File: src/rtl/sdram_wr_arbiter.sv
// Two-port write arbiter in front of the SDRAM controller write interface.
// Port A (draw path) and port B (photon capture) share one registered write transaction at a time.
module sdram_wr_arbiter #(
    parameter int ADDR_W    = 24,
    parameter int DATA_W    = 16,
    parameter int TIMEOUT   = 4095,
    parameter int FIXED_PRI = 0
) (
    input  logic              clk,
    input  logic              rst_n,
    input  logic              en,
    input  logic              iReqA,
    input  logic [ADDR_W-1:0] iAddrA,
    input  logic [DATA_W-1:0] iDataA,
    output logic              oDoneA,
    input  logic              iReqB,
    input  logic [ADDR_W-1:0] iAddrB,
    input  logic [DATA_W-1:0] iDataB,
    output logic              oDoneB,
    output logic [ADDR_W-1:0] oSDRAM_Wr_Addr,
    output logic [DATA_W-1:0] oSDRAM_Wr_Data,
    output logic              oSDRAM_Wr_Req,
    input  logic              iSDRAM_Wr_Done,
    output logic [1:0]        oGrant,
    output logic              oTimeoutErr
);

    localparam int WD_W = (TIMEOUT > 0) ? $clog2(TIMEOUT + 1) : 1;
    localparam logic [WD_W-1:0] WD_MAX = WD_W'(TIMEOUT);

    localparam logic [1:0] ST_IDLE    = 2'd0;
    localparam logic [1:0] ST_ISSUE   = 2'd1;
    localparam logic [1:0] ST_RELEASE = 2'd2;

    logic [1:0]        state_q, state_d;
    logic              last_b_q, last_b_d;
    logic [WD_W-1:0]   wd_q, wd_d;
    logic [1:0]        grant_q, grant_d;
    logic              wr_req_q, wr_req_d;
    logic [ADDR_W-1:0] addr_q, addr_d;
    logic [DATA_W-1:0] data_q, data_d;
    logic              done_a_q, done_a_d;
    logic              done_b_q, done_b_d;
    logic              terr_q, terr_d;

    logic [WD_W-1:0]   wd_inc;
    logic              timeout_hit;
    logic              pick_a;

    // The watchdog counts ISSUE cycles and aborts on the edge where it reaches TIMEOUT,
    // so the request stays high for exactly TIMEOUT cycles; it then rests at TIMEOUT.
    always_comb begin
        wd_inc      = (wd_q == WD_MAX) ? wd_q : wd_q + 1'b1;
        timeout_hit = (TIMEOUT != 0) && (wd_inc == WD_MAX);
        pick_a      = iReqA && (!iReqB || (FIXED_PRI != 0) || last_b_q);
    end

    always_comb begin
        state_d  = state_q;
        last_b_d = last_b_q;
        wd_d     = wd_q;
        grant_d  = grant_q;
        wr_req_d = wr_req_q;
        addr_d   = addr_q;
        data_d   = data_q;
        done_a_d = 1'b0;
        done_b_d = 1'b0;
        terr_d   = terr_q;

        case (state_q)
            ST_IDLE: begin
                if (en && (iReqA || iReqB)) begin
                    grant_d  = pick_a ? 2'b01 : 2'b10;
                    addr_d   = pick_a ? iAddrA : iAddrB;
                    data_d   = pick_a ? iDataA : iDataB;
                    wr_req_d = 1'b1;
                    wd_d     = '0;
                    state_d  = ST_ISSUE;
                end
            end
            ST_ISSUE: begin
                wd_d = wd_inc;
                if (iSDRAM_Wr_Done || timeout_hit) begin
                    wr_req_d = 1'b0;
                    done_a_d = grant_q[0];
                    done_b_d = grant_q[1];
                    last_b_d = grant_q[1];
                    grant_d  = '0;
                    state_d  = ST_RELEASE;
                    if (!iSDRAM_Wr_Done) begin
                        terr_d = 1'b1;
                    end
                end
            end
            ST_RELEASE: begin
                state_d = ST_IDLE;
            end
            default: begin
                state_d  = ST_IDLE;
                grant_d  = '0;
                wr_req_d = 1'b0;
            end
        endcase
    end

    always_ff @(posedge clk) begin
        if (!rst_n) begin
            state_q  <= ST_IDLE;
            last_b_q <= 1'b1;
            wd_q     <= '0;
            grant_q  <= '0;
            wr_req_q <= 1'b0;
            addr_q   <= '0;
            data_q   <= '0;
            done_a_q <= 1'b0;
            done_b_q <= 1'b0;
            terr_q   <= 1'b0;
        end else begin
            state_q  <= state_d;
            last_b_q <= last_b_d;
            wd_q     <= wd_d;
            grant_q  <= grant_d;
            wr_req_q <= wr_req_d;
            addr_q   <= addr_d;
            data_q   <= data_d;
            done_a_q <= done_a_d;
            done_b_q <= done_b_d;
            terr_q   <= terr_d;
        end
    end

    assign oDoneA         = done_a_q;
    assign oDoneB         = done_b_q;
    assign oSDRAM_Wr_Addr = addr_q;
    assign oSDRAM_Wr_Data = data_q;
    assign oSDRAM_Wr_Req  = wr_req_q;
    assign oGrant         = grant_q;
    assign oTimeoutErr    = terr_q;

endmodule
File: config.mk
export PLATFORM = sky130hd
export DESIGN_NAME = sdram_wr_arbiter
export DESIGN_NICKNAME = d
export VERILOG_FILES = /design/src/rtl/sdram_wr_arbiter.sv
export SDC_FILE = /design/constraint.sdc
export NUM_CORES = 1
export LEC_CHECK = 0
export CORE_MARGIN = 5
export CORE_UTILIZATION = 35
export DETAILED_ROUTE_END_ITERATION = 8
export DONT_BUFFER_PORTS = 1
export PLACE_DENSITY = 0.53
export SYNTH_ARGS = -nofsm -noshare
export SYNTH_HDL_FRONTEND = slang
export SYNTH_SLANG_ARGS = --single-unit
export TNS_END_PERCENT = 1
File: constraint.sdc
create_clock -name clk -period 2.81 [get_ports clk]
set_clock_uncertainty 0.05 [all_clocks]
set_input_delay 0.562 -clock clk [delete_from_list [all_inputs] [get_ports clk]]
set_output_delay 0.562 -clock clk [all_outputs]
set_load 0.01 [all_outputs]
==> out/results.ini, run 1 <==
[final_layout]
design_area_um2=3270
antenna_cells=0
drive_gt1_frac=0.0807
fill_cells=839
areaGrowthSynthToFinish_pct=9.05
final_common_cell=dfxtp_1
nNetsFinal=405
final_cell_mix=dfxtp_1 (61), nand2_1 (53), mux2i_1 (41)

[pwr]
total_power_w=0.00190
ir_drop_v=0.000219
seqPwrFrac=0.526
power.density_nw_per_um2=581
p_comb_frac=0.112
power_leakage_nw=1.68
switchingPower_w=0.000508
intPower_w=0.00139
switching_share=0.267
clock_power_share=0.362

[place]
port_buffers=0
dpl_cell_area_um2=3100
gp_congestion=0.880
place_hpwl_um=5200

[drt]
drt_iter0_drc=112
ant_nets=0
drc=0
post_drt_via_cell_ratio=5.52
wl_per_cell_um=16.9
first_pass_iters=4
vias=2359
wl_um=7210

[timing]
period_needed_ns=2.30
final.setup.tns_ns=0
slew_headroom=0.668
finalCritPeriodShare=0.818
worst_slew_pin_slew_ns=0.496
slew_viol_final=0
finalSetupViolations=0
fmax_mhz=435
rsz0062_at_grt=no
hold_violations=0

[job]
maxCapViolCount=0

[setup_path]
worst-setup-path-type=flop to flop
cp.arrival_ns=2.47
cp-start-kind=flop
endpoint_kind=flop
crit_fanout=7
worstPathRequired_ns=2.98

[clock_tree]
clk_path_buf_depth=2
cts_setup_buffers=0
cts-resized-gates=0
root_buffer=clkbuf_8
hold_buffers=0
htreeDepth=3
cts_tree=done
cts.clk_slew.worst_paths_ns=0.06
clk_latency_ns=0.33
cts_num_sinks=61
numCtsBuffers=9

[global_routing]
antenna_found_initial=0
grt_max_degree=59
grt_pass1_wl_um=11500
gr-total-overflow=0
track_usage=0.139
grt_pass1_vias=2355

[floorplanning]
core_area_um2=8300
die_w_um=103
ios=132
die_y_um=103
num_rows=33
start_util=0.362
dieArea_um2=10500

[logic_synthesis]
synth_xor_area_frac=0.00584
async_flop_share=0
synth.distinct_cells=43
syn-num-nets=414
synthAdderAreaFrac=0.00417
ys_warn_count=0
yosysTopAreaCell=dfxtp_1
ys_seq_elements=61
synth_edf_count=0
synthesis.area_um2=3000
yosysSeqAreaShare=0.407
synthTopCellsByArea=dfxtp_1 (41%), mux2i_1 (14%), o211a_1 (13%), nand2_1 (6.6%), o21ai_0 (3.2%)
synth_top_family_by_area=compound AO/OA/AOI/OAI gates
synth_compound_area_frac=0.228
synth_top_area_frac=0.407
synthCells=327
synthSimpleGateAreaFrac=0.178
syn_avg_cell_area_um2=9.18
synthMuxAreaShare=0.137
synth_ff_type=dfxtp_1

[run_status]
status=complete, no violations

[hold_path]
hold_path.class=input pin to flop

sequential cells by signal (all words and copies together) (netlist names):
register and flops:
oSDRAM_Wr_Data 16, oSDRAM_Wr_Addr 24, oSDRAM_Wr_Req 1, oGrant 2, wd_q 12, state_q 2, oDoneB 1, oDoneA 1
oTimeoutErr 1, last_b_q 1
final cells by class:
type | instances | area (µm²) | share of cell area
Inverter | 4 | 15.0 | 0.00459
Clock inverter | 3 | 21.3 | 0.00650
Tap cell | 105 | 131 | 0.0401
Timing Repair Buffer | 5 | 50.0 | 0.0153
Sequential cell | 61 | 1220 | 0.373
Multi-Input combinational cell | 237 | 1680 | 0.513
Clock buffer | 12 | 155 | 0.0474
logic make-up (layout without fill, tap and decap cells):
| family | after synthesis | count (layout) |
|---|---|---|
| AOI/OAI and AO/OA | 85 | 85 |
| buffers and inverters | 29 | 24 |
| and+or+nand+nor | 108 | 108 |
| xor gates and xnor gates | 2 | 2 |
| adders and majority gates | 1 | 1 |
| DFF | 61 | 61 |
| muxes | 41 | 41 |
final timing paths:
kind | startpoint | endpoint | slack, ns | cells past startpoint
max reg2reg | wd_q[0]$_SDFFE_PN0P_ | oGrant[0]$_SDFFE_PN0P_ | 0.51 | 7
max | wd_q[0]$_SDFFE_PN0P_ | oGrant[0]$_SDFFE_PN0P_ | 0.51 | 7
min | rst_n | oSDRAM_Wr_Data[14]$_SDFFE_PN0P_ | 0.31 | 1
min reg2reg | wd_q[3]$_SDFFE_PN0P_ | wd_q[3]$_SDFFE_PN0P_ | 0.48 | 2
cells in the mapped netlist (all sizes together), types with 2 or more instances:
library cell,number
nand4,2
buf,9
mux2i,41
and2,3
and3,7
nor4,2
a31oi,2
nor3b,3
nor2b,7
clkbuf,16
a21boi,9
o21ai,21
inv,4
o211a,40
nand2,53
dfxtp,61
a21oi,4
nor2,14
nor3,2
nand3,10
and4,2
a21o,3
worst max-delay path: stages, from the launching register on:
cell and delay [ns]:
dfxtp_1 0.42, ha_1 0.26, and3_1 0.31, nand3_2 0.14, o32a_1 0.38, nor4_4 0.24, a21boi_1 0.18, a21o_1 0.20
power groups by stage:
stage               Sequential, W  Clock, W  Combinational [W]
global route              0.00101  0.000756           0.000242
CTS                       0.00100  0.000725           0.000217
finish                    0.00100  0.000687           0.000213
detailed placement        0.00102         0           0.000216
floorplan                 0.00100         0           0.000188
global placement          0.00102         0           0.000211
stage by stage:
step | hold WS [ns] | std cells | util | worst slack [ns]
3_3_place_gp | 0.461 | 412 | 0.373 | 0.587
2_1_floorplan | 0.419 | 327 | - | 0.754
5_1_grt | 0.286 | 427 | 0.394 | 0.244
6_report | 0.312 | 427 | 0.394 | 0.512
3_5_place_dp | 0.471 | 412 | 0.373 | 0.522
4_1_cts | 0.287 | 427 | 0.394 | 0.489
layer usage:
metal  routed length (µm)  track usage
met1                 3040        0.168
met2                 3450        0.222
met3                  618       0.0582
met4                  100       0.0484
met5                    0            0
No activity file was read; power rests on OpenSTA's default activity.
==> inputs of run 2 (changes only) <==
--- a/config.mk
+++ b/config.mk
@@ -9,7 +9,7 @@
 export CORE_UTILIZATION = 35
 export DETAILED_ROUTE_END_ITERATION = 8
 export DONT_BUFFER_PORTS = 1
-export PLACE_DENSITY = 0.53
+export PLACE_DENSITY = 0.55
 export SYNTH_ARGS = -nofsm -noshare
 export SYNTH_HDL_FRONTEND = slang
 export SYNTH_SLANG_ARGS = --single-unit
==> constraint.sdc (replaced) <==
create_clock -name clk -period 1.95 [get_ports clk]
set_clock_uncertainty 0.05 [all_clocks]
set_input_delay 0.39 -clock clk [delete_from_list [all_inputs] [get_ports clk]]
set_output_delay 0.39 -clock clk [all_outputs]
set_load 0.01 [all_outputs]
==> run 2 against run 1 <==
Effect of this change:
- the flow now finishes with violations (setup timing)
- critical path depth unchanged
- sequential share of layout area is 2.3 points lower
- final area rose by 7.2%
- core utilization grew 2.8 points
- count of clock-buffer cells in the layout is 2 lower
- global-route usage up 0.35 points
- critical endpoint is now oGrant[1]$_SDFFE_PN0P_
- largest power group unchanged
- fmax up 17%
- first-iteration DRC count fell by 46%
- routed wire length up 3.3%
- combinational power increased by 52%
==> out/results.ini, run 2 (synthesized netlist as in run 1, its figures left out) <==
[run_status]
status=finished, violations left
violations=setup timing

[timing]
fmax_mhz=511
hold_violations=0
rsz0062_at_grt=yes
finalCritPeriodShare=1.00
worst_slack_ns=-0.00671
finalSetupViolations=3
slew_viol_final=0
slew_headroom=0.645
worst_slew_pin_slew_ns=0.530
period_needed_ns=1.96

[pwr]
switching_share=0.264
seqPwrFrac=0.479
ir_drop_v=0.000312
clock_power_share=0.414
switchingPower_w=0.000792
power_leakage_nw=1.79
power.density_nw_per_um2=857
intPower_w=0.00221
p_comb_frac=0.108

[clock_tree]
clk_latency_ns=0.34
hold_buffers=0
htreeDepth=3
cts_num_sinks=61
numCtsBuffers=9
clk_path_buf_depth=2
cts.clk_slew.worst_paths_ns=0.07
root_buffer=clkbuf_8
cts_tree=done
cts_setup_buffers=0

[final_layout]
nNetsFinal=423
fin_cells=446
final_cell_mix=dfxtp_1 (59), nand2_1 (53), mux2i_1 (40), o211a_1 (40), buf_4 (21)
design_area_um2=3510
areaGrowthSynthToFinish_pct=16.9
fill_cells=803
antenna_cells=0
drive_gt1_frac=0.155
final_common_cell=dfxtp_1
largest_register_ffs=24

[place]
gp_congestion=0.861
place_hpwl_um=5340
port_buffers=0
place_ws_ns=-0.00324
dp_cells=430
dpl_cell_area_um2=3280

[setup_path]
worst-setup-path-type=flop to flop
crit_end=oGrant[1]$_SDFFE_PN0P_
critPathMaxStageDelay_ns=0.41
r2r_start=wd_q[1]$_SDFFE_PN0P_
cp.arrival_ns=2.14
crit_fanout=4
endpoint_kind=flop
regToRegSetupSlack_ns=-0.007
path_delay_family=simple AND/OR/NAND/NOR gates
worst-path-buf-inv=0
worstPathRequired_ns=2.14
path_depth=7
timing.rr.end=oGrant[1]$_SDFFE_PN0P_
ff2ff_path_depth=7
startpoint=wd_q[1]$_SDFFE_PN0P_
critPathSlowestCell=nor4_4
crit_chain=ha_4 > and3_4 > nand3_4 > o32a_1 > nor4_4 > a21boi_2 > a21o_1
cp-start-kind=flop

[global_routing]
gr-total-overflow=0
grt_pass1_vias=2407
grt_max_degree=65
track_usage=0.142
grt_pass1_wl_um=11700
antenna_found_initial=0

[floorplanning]
die_w_um=103
dieArea_um2=10500
start_util=0.362
die_y_um=103
ios=132
num_rows=33
core_area_um2=8300

[drt]
post_drt_via_cell_ratio=5.45
wl_per_cell_um=16.7
wl_um=7450
vias=2431
ant_nets=0
drc=0
drt_iter0_drc=60
first_pass_iters=4

[job]
maxCapViolCount=0

[hold_path]
hold_path.class=input pin to flop

[run 2: cell types whose count changed in the layout (fill, tap and decap cells not counted), sizes merged]
cell and delta:
buf +18, bufinv +2, inv +1, clkbuf -2
[run 2: power groups by stage]
stage               clock (W)  sequential, W  combinational, W
finish                0.00124        0.00144          0.000323
global placement            0        0.00147          0.000320
floorplan                   0        0.00144          0.000272
detailed placement          0        0.00147          0.000326
CTS                   0.00128        0.00144          0.000328
global route          0.00136        0.00145          0.000364
[run 2: through the flow]
step / TNS (ns) / power, W / utilization / hold WS [ns]
2_1_floorplan: -0.125 / 0.00172 / - / 0.419
3_3_place_gp: 0 / 0.00179 / 0.395 / 0.462
3_5_place_dp: -0.00635 / 0.00180 / 0.395 / 0.473
4_1_cts: 0 / 0.00305 / 0.422 / 0.112
5_1_grt: -0.405 / 0.00317 / 0.423 / 0.106
6_report: -0.00875 / 0.00301 / 0.423 / 0.136
[run 2: what timing repair did]
item / CTS / global route
resized for setup: 2 / 1
endpoints found under the setup margin: 4 / 8
pin swaps: 3 / 4
[run 2: layout make-up]
cell class,instances,area [µm²],area share
Tap cell,105,131,0.0374
Inverter,4,15.0,0.00428
Multi-Input combinational cell,237,1720,0.491
Clock buffer,10,128,0.0364
Timing Repair Buffer,23,198,0.0563
Clock inverter,6,86.3,0.0246
Sequential cell,61,1230,0.350
[run 2: worst min-delay path by stage]
| stage | start | end | slack [ns] | cells past startpoint |
|---|---|---|---|---|
| finish | rst_n | oSDRAM_Wr_Data[9]$_SDFFE_PN0P_ | 0.14 | 1 |
| floorplan | oSDRAM_Wr_Req$_SDFFE_PN0P_ | oSDRAM_Wr_Req$_SDFFE_PN0P_ | 0.42 | 2 |
| global route | rst_n | oSDRAM_Wr_Data[14]$_SDFFE_PN0P_ | 0.11 | 1 |
| detailed placement | wd_q[3]$_SDFFE_PN0P_ | wd_q[3]$_SDFFE_PN0P_ | 0.47 | 2 |
| global placement | wd_q[3]$_SDFFE_PN0P_ | wd_q[3]$_SDFFE_PN0P_ | 0.46 | 2 |
| CTS | rst_n | oSDRAM_Wr_Data[2]$_SDFFE_PN0P_ | 0.11 | 1 |
[run 2: layer usage]
| metal | up-vias | share of wire | wire (µm) | GRT usage |
|---|---|---|---|---|
| li1 | 1202 | - | - | - |
| met1 | 1124 | 0.42 | 3110 | 0.173 |
| met2 | 91 | 0.47 | 3530 | 0.221 |
| met3 | 14 | 0.084 | 623 | 0.0562 |
| met4 | 0 | 0.025 | 184 | 0.0646 |
| met5 | - | 0 | 0 | 0 |
==> patch 1, RTL diff (config.mk and constraints of run 2) <==
Take the reset off `wd_q`, `addr_q` and `data_q` and load them in a clocked block of their own.
--- a/src/rtl/sdram_wr_arbiter.sv
+++ b/src/rtl/sdram_wr_arbiter.sv
@@ -108,9 +108,6 @@
             state_q  <= ST_IDLE;
             last_b_q <= 1'b1;
-            wd_q     <= '0;
             grant_q  <= '0;
             wr_req_q <= 1'b0;
-            addr_q   <= '0;
-            data_q   <= '0;
             done_a_q <= 1'b0;
             done_b_q <= 1'b0;
@@ -119,13 +116,16 @@
             state_q  <= state_d;
             last_b_q <= last_b_d;
-            wd_q     <= wd_d;
             grant_q  <= grant_d;
             wr_req_q <= wr_req_d;
-            addr_q   <= addr_d;
-            data_q   <= data_d;
             done_a_q <= done_a_d;
             done_b_q <= done_b_d;
             terr_q   <= terr_d;
         end
+    end
+
+    always_ff @(posedge clk) begin
+        wd_q   <= wd_d;
+        addr_q <= addr_d;
+        data_q <= data_d;
     end
 
Behaviour: not the same (a bounded check fails within 4 cycles, from zero or initial values and one cycle with rst_n low).
==> patch 1 against run 2 <==
  * The flow still finishes with violations (negative setup slack)
  * Critical path depth is 1 higher
  * Core utilization rose by 2.8 points
  * Die area grew 0.61%
  * Sequential power increased by 14%
  * Sequential cell count unchanged
  * Sequential share of layout area increased by 12 points
  * Area after synthesis up 0.67%
  * Power is 3.2% higher
  * Setup slack got worse by 0.18 ns
  * First-iteration DRC count is 13% higher
  * Routed wire length is 5.6% lower
  * Maximum frequency decreased by 8.3%
  * Final area is 6.5% higher
==> patch 1: results (changes against run 2) <==
Run status
  • Status: finished, violations left (unchanged)
  • Failing checks: negative setup slack (unchanged)

Timing
  • Setup violators final: 12 (was 3)
  • Slew margin rel.: 68.0% (was 64.5%)
  • Final WS setup: -0.184 ns (was -0.00671 ns)

Synth
  • Library cells used by synthesis: 47 (was 43)
  • Syn avg cell area: 12.9 um^2 (was 9.18 um^2)
  • Post-Synth Adder-Cell Area: 0.414% (was 0.417%)
  • Post-synth EDFFs: 52 (was 0)
  • Synth area leaders: edfxtp_1 52%, mux2_2 15%, dfxtp_1 6.0%, nor2_1 2.4%, nand2_1 1.6% (was dfxtp_1 41%, mux2i_1 14%, o211a_1 13%, nand2_1 6.6%, o21ai_0 3.2%)
  • Compound-Gate Fraction of Synth Area: 9.07% (was 22.8%)
  • Synthesized Nets: 321 (was 414)
  • Register area share after synthesis: 57.6% (was 40.7%)
  • Synth cell count leaders: 52 x edfxtp_1, 41 x mux2_2, 19 x nor2_1 (was 61 x dfxtp_1, 53 x nand2_1, 41 x mux2i_1)

Placed design
  • Dpl hpwl: 5.23 mm (was 5.34 mm)
  • Placed cell area: 3410 um^2 (was 3280 um^2)
  • Placer's final routability congestion estimate: 0.816 (was 0.861)
  • Worst slack, placed: -0.275 ns (was -0.00324 ns)

GRT
  • Total track usage: 13.1% (was 14.2%)
  • Vias in the first global route: 2,001 (was 2,407)
  • First-pass GRT wire length: 10.4 mm (was 11.7 mm)

Power
  • Comb group: 392 uW (was 323 uW)
  • Max VDD drop: 0.429 mV (was 0.312 mV)
  • Flop pwr share: 52.8% (was 47.9%)

Routing
  • Vias/cell: 5.18 (was 5.45)
  • Drt total wl: 7.03 mm (was 7.45 mm)

Cells and area
  • Total Nets Final: 359 (was 423)
  • Layout cells sized above 1: 44.4% (was 15.5%)

Worst setup path
  • Worst Path Arrival: 2.34 ns (was 2.14 ns)
-- patch 1: cell types whose count changed after synthesis, sizes merged, moves of 9 or more --
cell | run 2 | this run
a21boi | 9 | 0
clkbuf | 16 | 6
dfxtp | 61 | 9
edfxtp | 0 | 52
mux2 | 0 | 41
mux2i | 41 | 4
nand2 | 53 | 13
o211a | 40 | 1
o21ai | 21 | 11
-- patch 1: critical path, cell delays in order (launching register included) --
cell	delay (ns)
edfxtp_1	0.40
ha_4	0.17
nand3_4	0.11
buf_6	0.15
or4_4	0.51
o21ai_4	0.18
nor4_4	0.07
a211o_1	0.31
a21oi_2	0.13
-- patch 1: final timing paths --
check | to | cells after the start | startpoint | slack (ns)
worst max-delay path | oGrant[0] | 8 | wd_q[0] | -0.18
worst min-delay path | last_b_q | 1 | rst_n | 0.1
worst max register to register | oGrant[0] | 8 | wd_q[0] | -0.18
worst min register to register | oTimeoutErr | 2 | oTimeoutErr | 0.49
-- patch 1: cell type report --
class | instances | area [um^2]
tap | 105 | 131
fill | 742 | 4560
multi-input combinational | 154 | 1340
clock buffer | 12 | 135
clock inverter | 4 | 47.5
sequential | 61 | 1740
timing repair buffer | 40 | 324
inverter | 6 | 22.5
-- patch 1: metal layers --
| metal | share of wire [%] | vias up | GRT usage [%] |
|---|---|---|---|
| li1 | - | 963 | - |
| met1 | 39 | 927 | 15.8 |
| met2 | 50 | 81 | 19.7 |
| met3 | 9.3 | 6 | 7.24 |
| met4 | 1.0 | 0 | 4.78 |
| met5 | 0 | - | 0 |
-- patch 1: repair_timing --
| item | 4_1_cts | 5_1_grt |
|---|---|---|
| gates resized for setup | 15 | 9 |
| hold buffers | 0 | 0 |
| setup endpoints to repair | 12 | 15 |
| setup buffers | 2 | 1 |
| pin swaps | 9 | 9 |
==> patch 2, RTL diff (flow settings as in run 2) <==
Without the edit above. The parameter `TIMEOUT` goes from 4095 to 2047.
--- a/src/rtl/sdram_wr_arbiter.sv
+++ b/src/rtl/sdram_wr_arbiter.sv
@@ -4,5 +4,5 @@
     parameter int ADDR_W    = 24,
     parameter int DATA_W    = 16,
-    parameter int TIMEOUT   = 4095,
+    parameter int TIMEOUT   = 2047,
     parameter int FIXED_PRI = 0
 ) (
Formal check against the unedited RTL: no difference found for any inputs over 10 cycles, from zero or initial values and one cycle with rst_n low; that may be too few to reach the edited logic, so the function may still have changed.
==> patch 2 against run 2 <==
  * Setup slack gained 0.10 ns
  * Final area shrank 3.7%
  * Area after synthesis shrank 5.0%
  * Routed wire length shrank 1.6%
  * Combinational power grew 6%
  * Power grew 2.6%
  * Sequential cell count shrank 1
  * Non-clock buffer count shrank 4
  * Critical path type unchanged
  * Critical endpoint is now oGrant[0]
  * Largest cell class unchanged
  * Largest power group unchanged
==> patch 2: results (changes against run 2) <==
GRT
  • Global routing met3 resource utilization: 5.77% (was 5.62%)
  • Met2 GRT Util: 22.8% (was 22.1%)
  • Total track usage: 14.2% (about the same)
  • First-pass GRT wire length: 11.4 mm (was 11.7 mm)
  • M1 GR Usage: 17.0% (was 17.3%)
  • Largest net degree at the start of global routing: 44 (was 65)
  • Vias in the first global route: 2,274 (was 2,407)

Placed design
  • Placed cells: 416 (was 430)
  • Placed cell area: 3070 um^2 (was 3280 um^2)
  • Worst slack, placed: 0.0790 ns (was -0.00324 ns)
  • Dpl hpwl: 5.41 mm (was 5.34 mm)
  • Placer's final routability congestion estimate: 0.862 (was 0.861)

Synth
  • Multiplexer share of the synthesized area: 14.7% (was 13.7%)
  • Compound-Gate Fraction of Synth Area: 20.5% (was 22.8%)
  • XOR/XNOR share of the synthesized area: 0.307% (was 0.584%)
  • Library cells used by synthesis: 52 (was 43)
  • Syn avg cell area: 8.99 um^2 (was 9.18 um^2)
  • Synthesized Nets: 404 (was 414)
  • Yosys Warn Count: 0 (unchanged)
  • Synth area leaders: dfxtp_1 42%, mux2i_1 15%, a211oi_1 11%, nor2_1 7.1%, buf_2 1.8% (was dfxtp_1 41%, mux2i_1 14%, o211a_1 13%, nand2_1 6.6%, o21ai_0 3.2%)
  • Synth cell count leaders: 60 x dfxtp_1, 54 x nor2_1, 42 x mux2i_1 (was 61 x dfxtp_1, 53 x nand2_1, 41 x mux2i_1)
  • Post-Synth Adder-Cell Area: 0.439% (was 0.417%)
  • Register area share after synthesis: 42.1% (was 40.7%)

Worst setup path
  • Worst path slowest cell: o31ai_4 (was nor4_4)
  • Crit path max fanout: 8 (was 4)
  • CP max stage delay: 0.35 ns (was 0.41 ns)
  • Worst r2r path cells: 6 (was 7)
  • Worst Path Arrival: 1.99 ns (was 2.14 ns)

Timing
  • Max Transition Viols Final: 0 (unchanged)
  • Worst-Margin Slew: 0.518 ns (was 0.530 ns)

Power
  • Max VDD drop: 0.430 mV (was 0.312 mV)
  • P_leak: 1.28 nW (was 1.79 nW)

Clocking
  • Clock Pin Slew Worst Setup and Hold Paths: 0.07 ns (about the same)
  • Clock latency at the later pin of the worst-skew pair: 0.32 ns (was 0.34 ns)

Cells and area
  • Fill count: 821 (was 803)
  • Total Nets Final: 410 (was 423)
  • Layout cells sized above 1: 16.8% (was 15.5%)
  • Post-Layout Cell Count: 433 (was 446)

Routing
  • Vias/cell: 5.48 (was 5.45)
  • Wire length on met3: 625 um (was 623 um)
  • DRT Pass-1 Iters: 4 (unchanged)
  • Drt total wl: 7.33 mm (was 7.45 mm)
  • WL met1: 2.94 mm (was 3.11 mm)
  • Wire length on met2: 3.61 mm (was 3.53 mm)
  • Initial DRC count: 117 (was 60)

Run status
  • Status: complete, no violations (was finished, violations left)
patch 2: power breakdown:
| group | switching [mW] | total, mW | internal (mW) |
|---|---|---|---|
| Combinational | 0.190 | 0.341 | 0.151 |
| Clock | 0.482 | 1.33 | 0.846 |
| Sequential | 0.102 | 1.41 | 1.31 |
patch 2: cells by family (layout without fill, tap and decap cells):
logic type | count (synthesis) | in the layout
DFF | 60 | 60
and+or+nand+nor | 100 | 100
AOI/OAI and AO/OA | 82 | 82
xor gates and xnor gates | 1 | 1
adders and majority gates | 1 | 1
muxes | 42 | 42
buffers and inverters | 31 | 42
patch 2: metrics by stage:
stage	TNS, ns	hold slack [ns]	power (mW)
floorplan	0	0.448	1.69
global placement	0	0.434	1.78
detailed placement	0	0.435	1.79
CTS	0	0.0829	3.14
global route	-0.0286	0.101	3.24
finish	0	0.104	3.08
patch 2: timing repair:
| action | in CTS | in global routing |
|---|---|---|
| resized for setup | 0 | 14 |
| buffers inserted | 0 | 1 |
| hold endpoints to repair | 0 | 0 |
| endpoints found under the setup margin | 0 | 9 |
patch 2: worst paths after layout:
path,startpoint,end,slack [ns]
min reg2reg,wd_q[3],wd_q[3],0.49
max,wd_q[1],oGrant[0],0.1
max reg2reg,wd_q[1],oGrant[0],0.1
min,rst_n,last_b_q,0.10
patch 2: worst max-delay path: cells and delay by family (launching register included):
family	cells	cell delay [ns]
flops	1	0.34
simple gates	1	0.13
fa+ha+maj	1	0.23
compound gates	4	0.96
patch 2: final cells by class:
cell class	instances	area [um^2]	area share [%]
clock buffer	11	131	3.89
clock inverter	5	100	2.96
timing repair buffer	19	193	5.71
sequential	60	1200	35.6
inverter	7	26.3	0.778
tap	105	131	3.89
multi-input combinational	226	1590	47.1
